## config.mk

```make
export PLATFORM = sky130hd
export DESIGN_NAME = fetch_unit
export DESIGN_NICKNAME = d
export VERILOG_FILES = /design/src/rtl/riscv_pkg.sv /design/src/rtl/if_id_reg.sv /design/src/rtl/fetch_unit.sv
export SDC_FILE = /design/constraint.sdc
export NUM_CORES = 1
export LEC_CHECK = 0
export ABC_AREA = 0
export CAP_MARGIN = 10
export CORE_UTILIZATION = 38
export DETAILED_ROUTE_END_ITERATION = 8
export PLACE_DENSITY = 0.76
export SETUP_SLACK_MARGIN = 0.15
export SLEW_MARGIN = 20
export SYNTH_ARGS = -nofsm -noshare
export SYNTH_HDL_FRONTEND = slang
export SYNTH_SLANG_ARGS = --single-unit
```

## constraint.sdc

```tcl
create_clock -name clk -period 2.6 [get_ports clk]
set_input_delay 0.52 -clock clk [delete_from_list [all_inputs] [get_ports clk]]
set_output_delay 0.52 -clock clk [all_outputs]
set_load 0.02 [all_outputs]
```

## src/rtl/riscv_pkg.sv

```systemverilog
// riscv_pkg: shared fetch-stage types and constants.
package riscv_pkg;
   typedef enum logic [1:0] {IDLE, RUN, HALT} fetch_state_t;
   localparam logic [31:0] NOP_INSTR = 32'h0000_0013;
   localparam int PC_INC = 4;
endpackage

```

## src/rtl/if_id_reg.sv

```systemverilog
// if_id_reg: IF/ID pipeline register; bubble beats load, otherwise hold.
module if_id_reg #(
   parameter int IW = 32,
   parameter int PW = 32,
   parameter logic [IW-1:0] NOP = riscv_pkg::NOP_INSTR
) (
   input  logic          clk,
   input  logic          rstN,
   input  logic          load_i,
   input  logic          bubble_i,
   input  logic [IW-1:0] instr_i,
   input  logic [PW-1:0] pc_i,
   output logic [IW-1:0] instr_o,
   output logic [PW-1:0] pc_o,
   output logic          valid_o
);
   logic [IW-1:0] instr_q;
   logic [PW-1:0] pc_q;
   logic          valid_q;
   always_ff @(posedge clk) begin
      if (!rstN) begin
         instr_q <= NOP;
         pc_q    <= '0;
         valid_q <= 1'b0;
      end else if (bubble_i) begin
         instr_q <= NOP;
         pc_q    <= pc_i;
         valid_q <= 1'b0;
      end else if (load_i) begin
         instr_q <= instr_i;
         pc_q    <= pc_i;
         valid_q <= 1'b1;
      end
   end
   assign instr_o = instr_q;
   assign pc_o    = pc_q;
   assign valid_o = valid_q;
endmodule

```

## src/rtl/fetch_unit.sv

```systemverilog
// fetch_unit: PC, run control and IF/ID capture for an async instruction memory.
// Define FETCH_PERF_CNT_EN to add fetch_count/bubble_count outputs.
module fetch_unit #(
   parameter int INSTRUCTION_WIDTH = 32,
   parameter int PC_WIDTH = 32,
   parameter logic [PC_WIDTH-1:0] RESET_VECTOR = '0,
   parameter logic [INSTRUCTION_WIDTH-1:0] NOP_INSTR = riscv_pkg::NOP_INSTR
) (
   input  logic                         clk,
   input  logic                         rstN,
   input  logic                         start,
   input  logic                         halt,
   input  logic                         stall,
   input  logic                         redirect,
   input  logic [PC_WIDTH-1:0]          redirect_target,
   output logic [PC_WIDTH-1:0]          imem_address,
   input  logic [INSTRUCTION_WIDTH-1:0] imem_instruction,
   output logic [INSTRUCTION_WIDTH-1:0] if_id_instr,
   output logic [PC_WIDTH-1:0]          if_id_pc,
   output logic                         if_id_valid,
   output logic                         running,
   output logic                         misaligned_err
`ifdef FETCH_PERF_CNT_EN
   ,
   output logic [31:0]                  fetch_count,
   output logic [31:0]                  bubble_count
`endif
);
   import riscv_pkg::*;
   fetch_state_t state_q, state_d;
   logic [PC_WIDTH-1:0] pc_q, pc_d;
   logic err_q, err_d;
   logic run, go, do_halt, do_redir, do_fetch, bubble;
   always_comb begin
      run      = state_q == RUN;
      go       = !run && start;
      do_halt  = run && halt;
      do_redir = run && !halt && redirect;
      do_fetch = run && !halt && !redirect && !stall;
      bubble   = !run || do_halt || do_redir;
      state_d  = go ? RUN : do_halt ? HALT : state_q;
      pc_d     = go ? RESET_VECTOR
               : do_redir ? {redirect_target[PC_WIDTH-1:2], 2'b00}
               : do_fetch ? pc_q + PC_WIDTH'(PC_INC) : pc_q;
      err_d    = err_q | (do_redir && |redirect_target[1:0]);
   end
   always_ff @(posedge clk) begin
      if (!rstN) begin
         state_q <= IDLE;
         pc_q    <= RESET_VECTOR;
         err_q   <= 1'b0;
      end else begin
         state_q <= state_d;
         pc_q    <= pc_d;
         err_q   <= err_d;
      end
   end
   if_id_reg #(.IW(INSTRUCTION_WIDTH), .PW(PC_WIDTH), .NOP(NOP_INSTR)) u_if_id (
      .clk(clk), .rstN(rstN), .load_i(do_fetch), .bubble_i(bubble),
      .instr_i(imem_instruction), .pc_i(pc_q),
      .instr_o(if_id_instr), .pc_o(if_id_pc), .valid_o(if_id_valid)
   );
   assign imem_address   = pc_q;
   assign running        = run;
   assign misaligned_err = err_q;
`ifdef FETCH_PERF_CNT_EN
   logic [31:0] fcnt_q, bcnt_q;
   always_ff @(posedge clk) begin
      if (!rstN) begin
         fcnt_q <= '0;
         bcnt_q <= '0;
      end else begin
         fcnt_q <= fcnt_q + {31'd0, do_fetch};
         bcnt_q <= bcnt_q + {31'd0, do_halt || do_redir};
      end
   end
   assign fetch_count  = fcnt_q;
   assign bubble_count = bcnt_q;
`endif
endmodule

```

==> impl_metrics.json, run 1 <==
{
  "antenna_found_initial": 0,
  "clkTransAtPathRegs_ns": 0.09,
  "fin_util": 0.594,
  "fp.dieW_um": 105,
  "period_share": 0.899,
  "max_freq_mhz": 428,
  "drive_above_1_share": 0.0775,
  "crit_fanout": 6,
  "ys_ff_latch": 96,
  "slew_headroom": 0.639,
  "timing.hold.ws_ns": 0.459,
  "maxCapViolations": 0,
  "ctsHoldBuffers": 0,
  "grt_pass1_vias": 3783,
  "post-route-min-period_ns": 2.34,
  "io_pins": 169,
  "final_cell_mix": "161 x clkdlybuf4s50_1, 96 x dfxtp_1, 74 x nand2_1",
  "worst_pin_slew_ns": 0.542,
  "start_util": 0.389,
  "totalWireLength_um": 11600,
  "grtUsageMet1": 0.251,
  "core_area_sq_um": 10300,
  "cts_root_buf": "clkbuf_8",
  "worstPathRequired_ns": 2.88,
  "num-nets-final": 699,
  "ant_nets": 0,
  "timing.final.ws_setup_ns": 0.262,
  "yosysSeqAreaShare": 0.480,
  "switching_share": 0.246,
  "fp-row-count": 37,
  "die_h_um": 105,
  "clock_latency_ns": 0.36,
  "cts_tree": "done",
  "met2_usage": 0.380,
  "finalSetupViolCount": 0,
  "end_kind": "register",
  "drtPass1Iterations": 4,
  "synth_area_sq_um": 4000,
  "dp_hpwl_um": 8640,
  "via_per_inst": 4.94,
  "post_dp_cell_area_sq_um": 5900,
  "fin_area_sq_um": 6100,
  "sequentialPowerShare": 0.535,
  "drt-initial-drc-count": 191,
  "grt_max_degree": 54,
  "overflow": 0,
  "p_clk_frac": 0.344,
  "die-area_sq_um": 10900,
  "hold_class": "reg2reg",
  "cts.sinks": 96,
  "p_sw_uw": 700,
  "internal-power_mw": 2.14,
  "cts_max_level": 3,
  "grt_util_all_layers": 0.214,
  "rsz0062_at_grt": "false",
  "cp.arrival_ns": 2.62,
  "area_delta_synth_final_pct": 52.6,
  "crit_path_start_kind": "register",
  "post-place-ws_ns": -0.222,
  "wire_per_inst_um": 15.1,
  "layout_commonest_cell": "clkdlybuf4s50_1",
  "cts.path.max_buffers": 2,
  "power_density_nw_per_um2": 465,
  "p_comb_frac": 0.121,
  "portBuffers": 164,
  "critPathKind": "reg2reg",
  "p_leak_nw": 2.13,
  "syn_inst": 456,
  "grt.met3_usage": 0.0524,
  "cts_inserted_buffers": 9,
  "grt_pass1_wl_um": 18800,
  "n_antenna_cell": 0,
  "vias": 3791,
  "hold_viol": 0,
  "busiest_layer": "met2",
  "status": "finished, final reports clean",
  "max-vdd-ir-drop_uv": 276,
  "final_max_slew_viol_count": 0,
  "yosysWarnings": 0,
  "drc_errors": 0,
  "skew_ns": 0.00956,
  "yosysUniqueCellTypes": 40,
  "gp_congestion": 0.855,
  "syn_area_per_cell_sq_um": 8.77
}
-- sequential cells by signal, indices dropped and copies added (netlist names) --
register,cells
state_q,2
u_if_id.pc_o,30
imem_address,30
u_if_id.instr_o,32
u_if_id.valid_o,1
misaligned_err,1
-- layer usage --
| layer | part of all wire | wire [um] |
|---|---|---|
| met2 | 0.51 | 5870 |
| met4 | 0.0098 | 114 |
| met3 | 0.059 | 689 |
| met1 | 0.42 | 4910 |
| met5 | 0 | 0 |
-- power groups by stage --
stage / clock network [mW] / logic [mW] / registers [mW]
2_1_floorplan: 0 / 0.127 / 1.58
3_3_place_gp: 0 / 0.339 / 1.55
3_5_place_dp: 0 / 0.343 / 1.55
4_1_cts: 1.01 / 0.345 / 1.52
5_1_grt: 1.07 / 0.369 / 1.52
6_report: 0.978 / 0.343 / 1.52
-- metrics by stage --
step	TNS (ns)	std cells	total power, mW
after floorplan	0	459	1.70
after global placement	-0.622	753	1.89
after detailed placement	-0.957	753	1.89
after CTS	0	768	2.87
after global routing	0	768	2.96
final	0	768	2.84
-- area by class of cell --
type | count | area [sq um]
Clock buffer | 10 | 128
Clock inverter | 5 | 66.3
Fill cell | 916 | 4170
Inverter | 5 | 18.8
Multi-Input combinational cell | 325 | 1930
Sequential cell | 96 | 1920
Tap cell | 136 | 170
Timing Repair Buffer | 191 | 1870
-- cell usage after synthesis (all sizes together) --
master,number,share of area
inv,5,0.0047
and4,1,0.0022
nand2,74,0.069
dfxtp,96,0.48
nand2b,2,0.0031
mux2i,32,0.080
o221ai,1,0.0022
a31oi,5,0.0078
nor3b,1,0.0019
or4,4,0.0075
a22oi,1,0.0019
nand3,12,0.015
nor3,5,0.0063
nor2,42,0.039
nand4,6,0.011
clkbuf,22,0.021
o31ai,3,0.0056
xor2,7,0.015
conb,1,0.00094
o21a,1,0.0019
or4b,1,0.0034
buf,11,0.017
and2,2,0.0031
a21boi,30,0.056
nor4bb,1,0.0025
a21oi,23,0.029
o21ai,28,0.035
xnor2,15,0.033
or3,4,0.0088
a211oi,5,0.0094
nor4,8,0.013
ha,1,0.0031
nor2b,1,0.0016
or2,2,0.0031
nand3b,3,0.0056
-- timing repair --
item | 4_1_cts | 5_1_grt
buffers inserted | 0 | 0
gates resized for setup | 0 | 5
endpoints found under the setup margin | 0 | 4
-- path summary, 6_finish.rpt --
check                  start          endpoint  slack [ns]  cells after the start
max          imem_address[5]  imem_address[30]        0.26                      5
min          u_if_id.valid_o   u_if_id.valid_o        0.46                      2
max reg2reg  imem_address[5]  imem_address[30]        0.26                      5
min reg2reg  u_if_id.valid_o   u_if_id.valid_o        0.46                      2
-- worst max-delay path: stages (launching register included) --
cell	delay, ns
dfxtp_1	0.45
nand3_1	0.20
or4_4	0.56
or3_4	0.43
or4_1	0.47
a31oi_1	0.16
-- kinds of logic (layout without fill, tap and decap cells) --
family / after synthesis / after routing / share of synthesized area
flops: 96 / 96 / 0.480
simple gates: 169 / 169 / 0.196
mux: 32 / 32 / 0.0801
compound gates: 97 / 97 / 0.149
fa+ha+maj: 1 / 1 / 0.00313
buf+inv: 38 / 211 / 0.0419
xor+xnor: 22 / 22 / 0.0482
other cells: 1 / 4 / 0.000937
No activity file was read; power rests on OpenSTA's default activity.
==> inputs of run 2 (changes only) <==
--- a/config.mk
+++ b/config.mk
@@ -7,9 +7,10 @@
 export LEC_CHECK = 0
 export ABC_AREA = 0
 export CAP_MARGIN = 10
-export CORE_UTILIZATION = 38
+export CORE_UTILIZATION = 55
 export DETAILED_ROUTE_END_ITERATION = 8
-export PLACE_DENSITY = 0.76
+export DONT_BUFFER_PORTS = 1
+export PLACE_DENSITY = 0.73
 export SETUP_SLACK_MARGIN = 0.15
 export SLEW_MARGIN = 20
 export SYNTH_ARGS = -nofsm -noshare
==> run 2 against run 1 <==
Net effect: sequential share of layout area rose by 12 points; critical endpoint unchanged; die area is 30% lower; global-route usage is 2.8 points higher; clock skew is 0.0024 ns higher; design area decreased by 28%.
==> impl_metrics.json, run 2 (synthesized netlist as in run 1, its figures left out) <==
{
  "clock_latency_ns": 0.35,
  "hold_viol": 0,
  "worst_pin_slew_ns": 0.892,
  "antenna_found_initial": 0,
  "clkTransAtPathRegs_ns": 0.09,
  "p_comb_frac": 0.054,
  "fin_area_sq_um": 4390,
  "hold_class": "in2reg",
  "fp.dieW_um": 87.3,
  "drc_errors": 0,
  "switching_share": 0.230,
  "core_area_sq_um": 6910,
  "final_max_slew_viol_count": 0,
  "overflow": 0,
  "cp.arrival_ns": 2.54,
  "cts.path.max_buffers": 2,
  "drt-initial-drc-count": 150,
  "area_delta_synth_final_pct": 9.85,
  "fin_setup_tns_ns": 0,
  "status": "finished, final reports clean",
  "sequentialPowerShare": 0.563,
  "grt_pass1_wl_um": 14300,
  "gp_congestion": 0.776,
  "slew_headroom": 0.404,
  "p_sw_uw": 626,
  "final_cell_mix": "96 x dfxtp_1, 74 x nand2_1, 42 x nor2_1",
  "dp_hpwl_um": 6470,
  "fillCellCount": 640,
  "cts_root_buf": "clkbuf_8",
  "rsz0062_at_grt": "false",
  "largest_register_ffs": 32,
  "ctsHoldBuffers": 0,
  "cts_max_level": 3,
  "skew_ns": 0.0119,
  "worstPathRequired_ns": 2.87,
  "num-nets-final": 535,
  "cts_tree": "done",
  "crit_path_start_kind": "register",
  "n_antenna_cell": 0,
  "fp-row-count": 30,
  "post_dp_cell_area_sq_um": 4190,
  "cpMaxStageDelayCell": "or4b_4",
  "start_util": 0.579,
  "wire_per_inst_um": 16.1,
  "post-place-ws_ns": 0.179,
  "critPathKind": "reg2reg",
  "max-vdd-ir-drop_uv": 347,
  "drtPass1Iterations": 4,
  "post_cts_buffers": 0,
  "cts_resized": 0,
  "end_kind": "register",
  "internal-power_mw": 2.10,
  "portBuffers": 0,
  "grt_util_all_layers": 0.241,
  "max_stage_delay_ns": 0.58,
  "timing.hold.ws_ns": 0.248,
  "timing.final.ws_setup_ns": 0.330,
  "post-route-min-period_ns": 2.27,
  "cts_inserted_buffers": 9,
  "maxCapViolations": 0,
  "grt_pass1_vias": 3039,
  "via_per_inst": 5.67,
  "fin_util": 0.636,
  "layout_commonest_cell": "dfxtp_1",
  "p_leak_nw": 1.51,
  "power_density_nw_per_um2": 620,
  "p_clk_frac": 0.382,
  "finalSetupViolCount": 0,
  "totalWireLength_um": 9080,
  "ant_nets": 0,
  "die-area_sq_um": 7620,
  "path_cells": "or4b_4 -> or2_1 -> or3_4 -> or4_1 -> a31oi_1",
  "cts.sinks": 96,
  "io_pins": 169,
  "vias": 3196,
  "drive_above_1_share": 0.0962,
  "period_share": 0.873,
  "die_h_um": 87.3,
  "max_freq_mhz": 441,
  "grt_max_degree": 59,
  "crit_fanout": 6
}
==> run 2: cell count changes in the layout (fill, tap and decap cells not counted) <==
cell | previous run | this run
clkinv_2 | 0 | 1
or4_4 | 1 | 0
or4_1 | 3 | 4
dlymetal6s2s_1 | 2 | 0
buf_4 | 25 | 27
inv_8 | 1 | 0
or2_4 | 2 | 0
buf_12 | 2 | 0
or2_1 | 0 | 2
clkdlybuf4s50_1 | 161 | 0
clkinv_4 | 1 | 0
bufinv_16 | 1 | 2
buf_2 | 1 | 0
==> run 2: path summary, 6_finish.rpt <==
kind	startpoint	to	slack, ns	cells past startpoint
worst max-delay path	state_q[1]	imem_address[30]	0.33	5
worst min-delay path	rstN	u_if_id.instr_o[0]	0.25	1
worst max register to register	state_q[1]	imem_address[30]	0.33	5
worst min register to register	state_q[1]	state_q[1]	0.54	2
==> run 2: metrics by stage <==
step / total power, mW / cells
floorplan: 1.70 / 459
global placement: 1.71 / 549
detailed placement: 1.72 / 549
CTS: 2.75 / 564
global route: 2.83 / 564
finish: 2.72 / 564
==> run 2: power by group through the flow <==
stage	registers, mW	clock network, mW	logic, mW
2_1_floorplan	1.58	0	0.127
3_3_place_gp	1.57	0	0.146
3_5_place_dp	1.57	0	0.149
4_1_cts	1.53	1.06	0.149
5_1_grt	1.54	1.13	0.166
6_report	1.53	1.04	0.148
==> run 2: critical path, delay by kind of cell, from the launching register on <==
kind,cells,cell delay [ns]
simple gates,4,1.71
flops,1,0.34
compound gates,1,0.16
==> run 2: metal layers <==
metal  global-route usage  vias up  wire length [um]
li1                     -     1568                 -
met1                0.301     1495              3920
met2                0.405      119              4300
met3               0.0635       14               739
met4               0.0805        0               116
met5                    0        -                 0
==> run 2: final cells by class <==
cell class	instances	area, sq um	share of cell area
Tap cell	96	120	0.0273
Inverter	5	18.8	0.00427
Clock buffer	10	128	0.0290
Clock inverter	5	81.3	0.0185
Sequential cell	96	1920	0.437
Multi-Input combinational cell	325	1920	0.437
Timing Repair Buffer	27	203	0.0461
==> inputs of run 3 (changes only) <==
--- a/config.mk
+++ b/config.mk
@@ -7,10 +7,9 @@
 export LEC_CHECK = 0
 export ABC_AREA = 0
 export CAP_MARGIN = 10
-export CORE_UTILIZATION = 55
+export CORE_UTILIZATION = 45
 export DETAILED_ROUTE_END_ITERATION = 8
 export DONT_BUFFER_PORTS = 1
-export PLACE_DENSITY = 0.73
 export SETUP_SLACK_MARGIN = 0.15
 export SLEW_MARGIN = 20
 export SYNTH_ARGS = -nofsm -noshare
==> run 3 against run 2 <==
Net effect: routed wire length increased by 5.3%; critical endpoint unchanged; first-iteration DRC count is 49% lower; largest power group unchanged; total power grew 1.4%; critical path type unchanged; critical path depth is the same; clock power is essentially flat.
==> impl_metrics.json, run 3 (synthesized netlist as in run 1, its figures left out) <==
{
  "status": "finished, final reports clean",
  "worst_pin_slew_ns": 0.534,
  "num-nets-final": 538,
  "area_delta_synth_final_pct": 11.0,
  "final_cell_mix": "96 x dfxtp_1, 74 x nand2_1, 42 x nor2_1",
  "p_leak_nw": 1.53,
  "antenna_found_initial": 0,
  "wire_per_inst_um": 16.5,
  "crit_path_start_kind": "register",
  "crit_end": "imem_address[30]",
  "die_h_um": 96.3,
  "post-place-ws_ns": 0.165,
  "grt_util_all_layers": 0.202,
  "ant_nets": 0,
  "grtUsageMet1": 0.265,
  "fillCellCount": 833,
  "worstPathRequired_ns": 2.89,
  "grt.met3_usage": 0.0569,
  "dp_hpwl_um": 6850,
  "drc_errors": 0,
  "hold_viol": 0,
  "r2r_slack_ns": 0.34,
  "core_area_sq_um": 8680,
  "gp_congestion": 0.815,
  "slew_headroom": 0.643,
  "p_sw_uw": 639,
  "power_density_nw_per_um2": 622,
  "rsz0062_at_grt": "false",
  "max_freq_mhz": 442,
  "drt-initial-drc-count": 76,
  "critPathKind": "reg2reg",
  "hold_class": "in2reg",
  "rr_worst_depth": 5,
  "cts.sinks": 96,
  "drive_above_1_share": 0.104,
  "p_clk_frac": 0.389,
  "cts_inserted_buffers": 9,
  "cts.path.max_buffers": 2,
  "cts_root_buf": "clkbuf_8",
  "die-area_sq_um": 9270,
  "cts_tree": "done",
  "grt_pass1_vias": 2830,
  "max-vdd-ir-drop_uv": 292,
  "fp.dieW_um": 96.3,
  "via_per_inst": 5.52,
  "timing.final.ws_setup_ns": 0.340,
  "critPathLaunch": "state_q[1]",
  "layout_commonest_cell": "dfxtp_1",
  "largest_register_ffs": 32,
  "busiest_layer": "met2",
  "ctsHoldBuffers": 0,
  "crit_fanout": 6,
  "fp-row-count": 34,
  "io_pins": 169,
  "end_kind": "register",
  "start_util": 0.461,
  "cts_resized": 0,
  "clkTransAtPathRegs_ns": 0.09,
  "fin_setup_tns_ns": 0,
  "p_comb_frac": 0.055,
  "clock_latency_ns": 0.36,
  "overflow": 0,
  "internal-power_mw": 2.12,
  "vias": 3194,
  "r2r-end": "imem_address[30]",
  "finalSetupViolCount": 0,
  "skew_ns": 0.00978,
  "drtPass1Iterations": 4,
  "period_share": 0.869,
  "worstReg2RegStart": "state_q[1]",
  "post_cts_buffers": 0,
  "post-route-min-period_ns": 2.26,
  "grt_max_degree": 59,
  "sequentialPowerShare": 0.556,
  "n_antenna_cell": 0,
  "timing.hold.ws_ns": 0.231,
  "switching_share": 0.231,
  "cp.arrival_ns": 2.55,
  "cts_max_level": 3,
  "met2_usage": 0.309,
  "portBuffers": 0,
  "maxCapViolations": 0,
  "totalWireLength_um": 9570,
  "final_max_slew_viol_count": 0,
  "grt_pass1_wl_um": 14000
}
==> run 3: cell count changes in the layout (fill, tap and decap cells not counted) <==
cell / delta
buf_4: +3
clkbuf_1: -1
clkbuf_8: +1
clkinv_4: +1
inv_6: -1
==> run 3: worst min path at each step <==
stage / start / cells after the start / to / slack, ns
after CTS: rstN / 1 / u_if_id.instr_o[1] / 0.22
after global placement: state_q[1] / 2 / state_q[1] / 0.47
final: rstN / 1 / u_if_id.instr_o[1] / 0.23
after floorplan: state_q[1] / 2 / state_q[1] / 0.45
after detailed placement: state_q[1] / 2 / state_q[1] / 0.50
after global routing: rstN / 1 / u_if_id.instr_o[1] / 0.21
==> run 3: power groups by stage <==
stage	logic [mW]	registers (mW)	clock network (mW)
finish	0.152	1.54	1.07
global route	0.169	1.54	1.16
detailed placement	0.153	1.57	0
CTS	0.153	1.54	1.10
floorplan	0.127	1.58	0
global placement	0.150	1.57	0
==> run 3: area by class of cell <==
type                    instances  area [sq um]  share of cell area
well taps                     108           135              0.0304
multi-input cells             325          1920               0.433
inverters                       5          18.8             0.00423
clock inverters                 5          81.3              0.0183
flip-flops and latches         96          1920               0.433
clock buffers                  10           138              0.0310
repair buffers                 30           225              0.0507
==> run 3: metal layers <==
layer  up-vias  share of wire
li1       1578              -
met1      1489           0.45
met2       115           0.45
met3        12          0.080
met4         0          0.020
met5         -              0
==> run 3: per-stage QoR <==
stage	total power, mW	util	cell area, sq um	cells
after CTS	2.79	0.512	4440	579
after global placement	1.72	0.487	4220	564
after floorplan	1.70	-	4010	459
final	2.76	0.512	4440	579
after global routing	2.87	0.512	4440	579
after detailed placement	1.72	0.487	4220	564
==> run 3: critical path, stage by stage (launching register included) <==
cell	delay (ns)
dfxtp_1	0.33
or4b_4	0.58
or2_1	0.25
or3_4	0.40
or4_1	0.47
a31oi_1	0.16
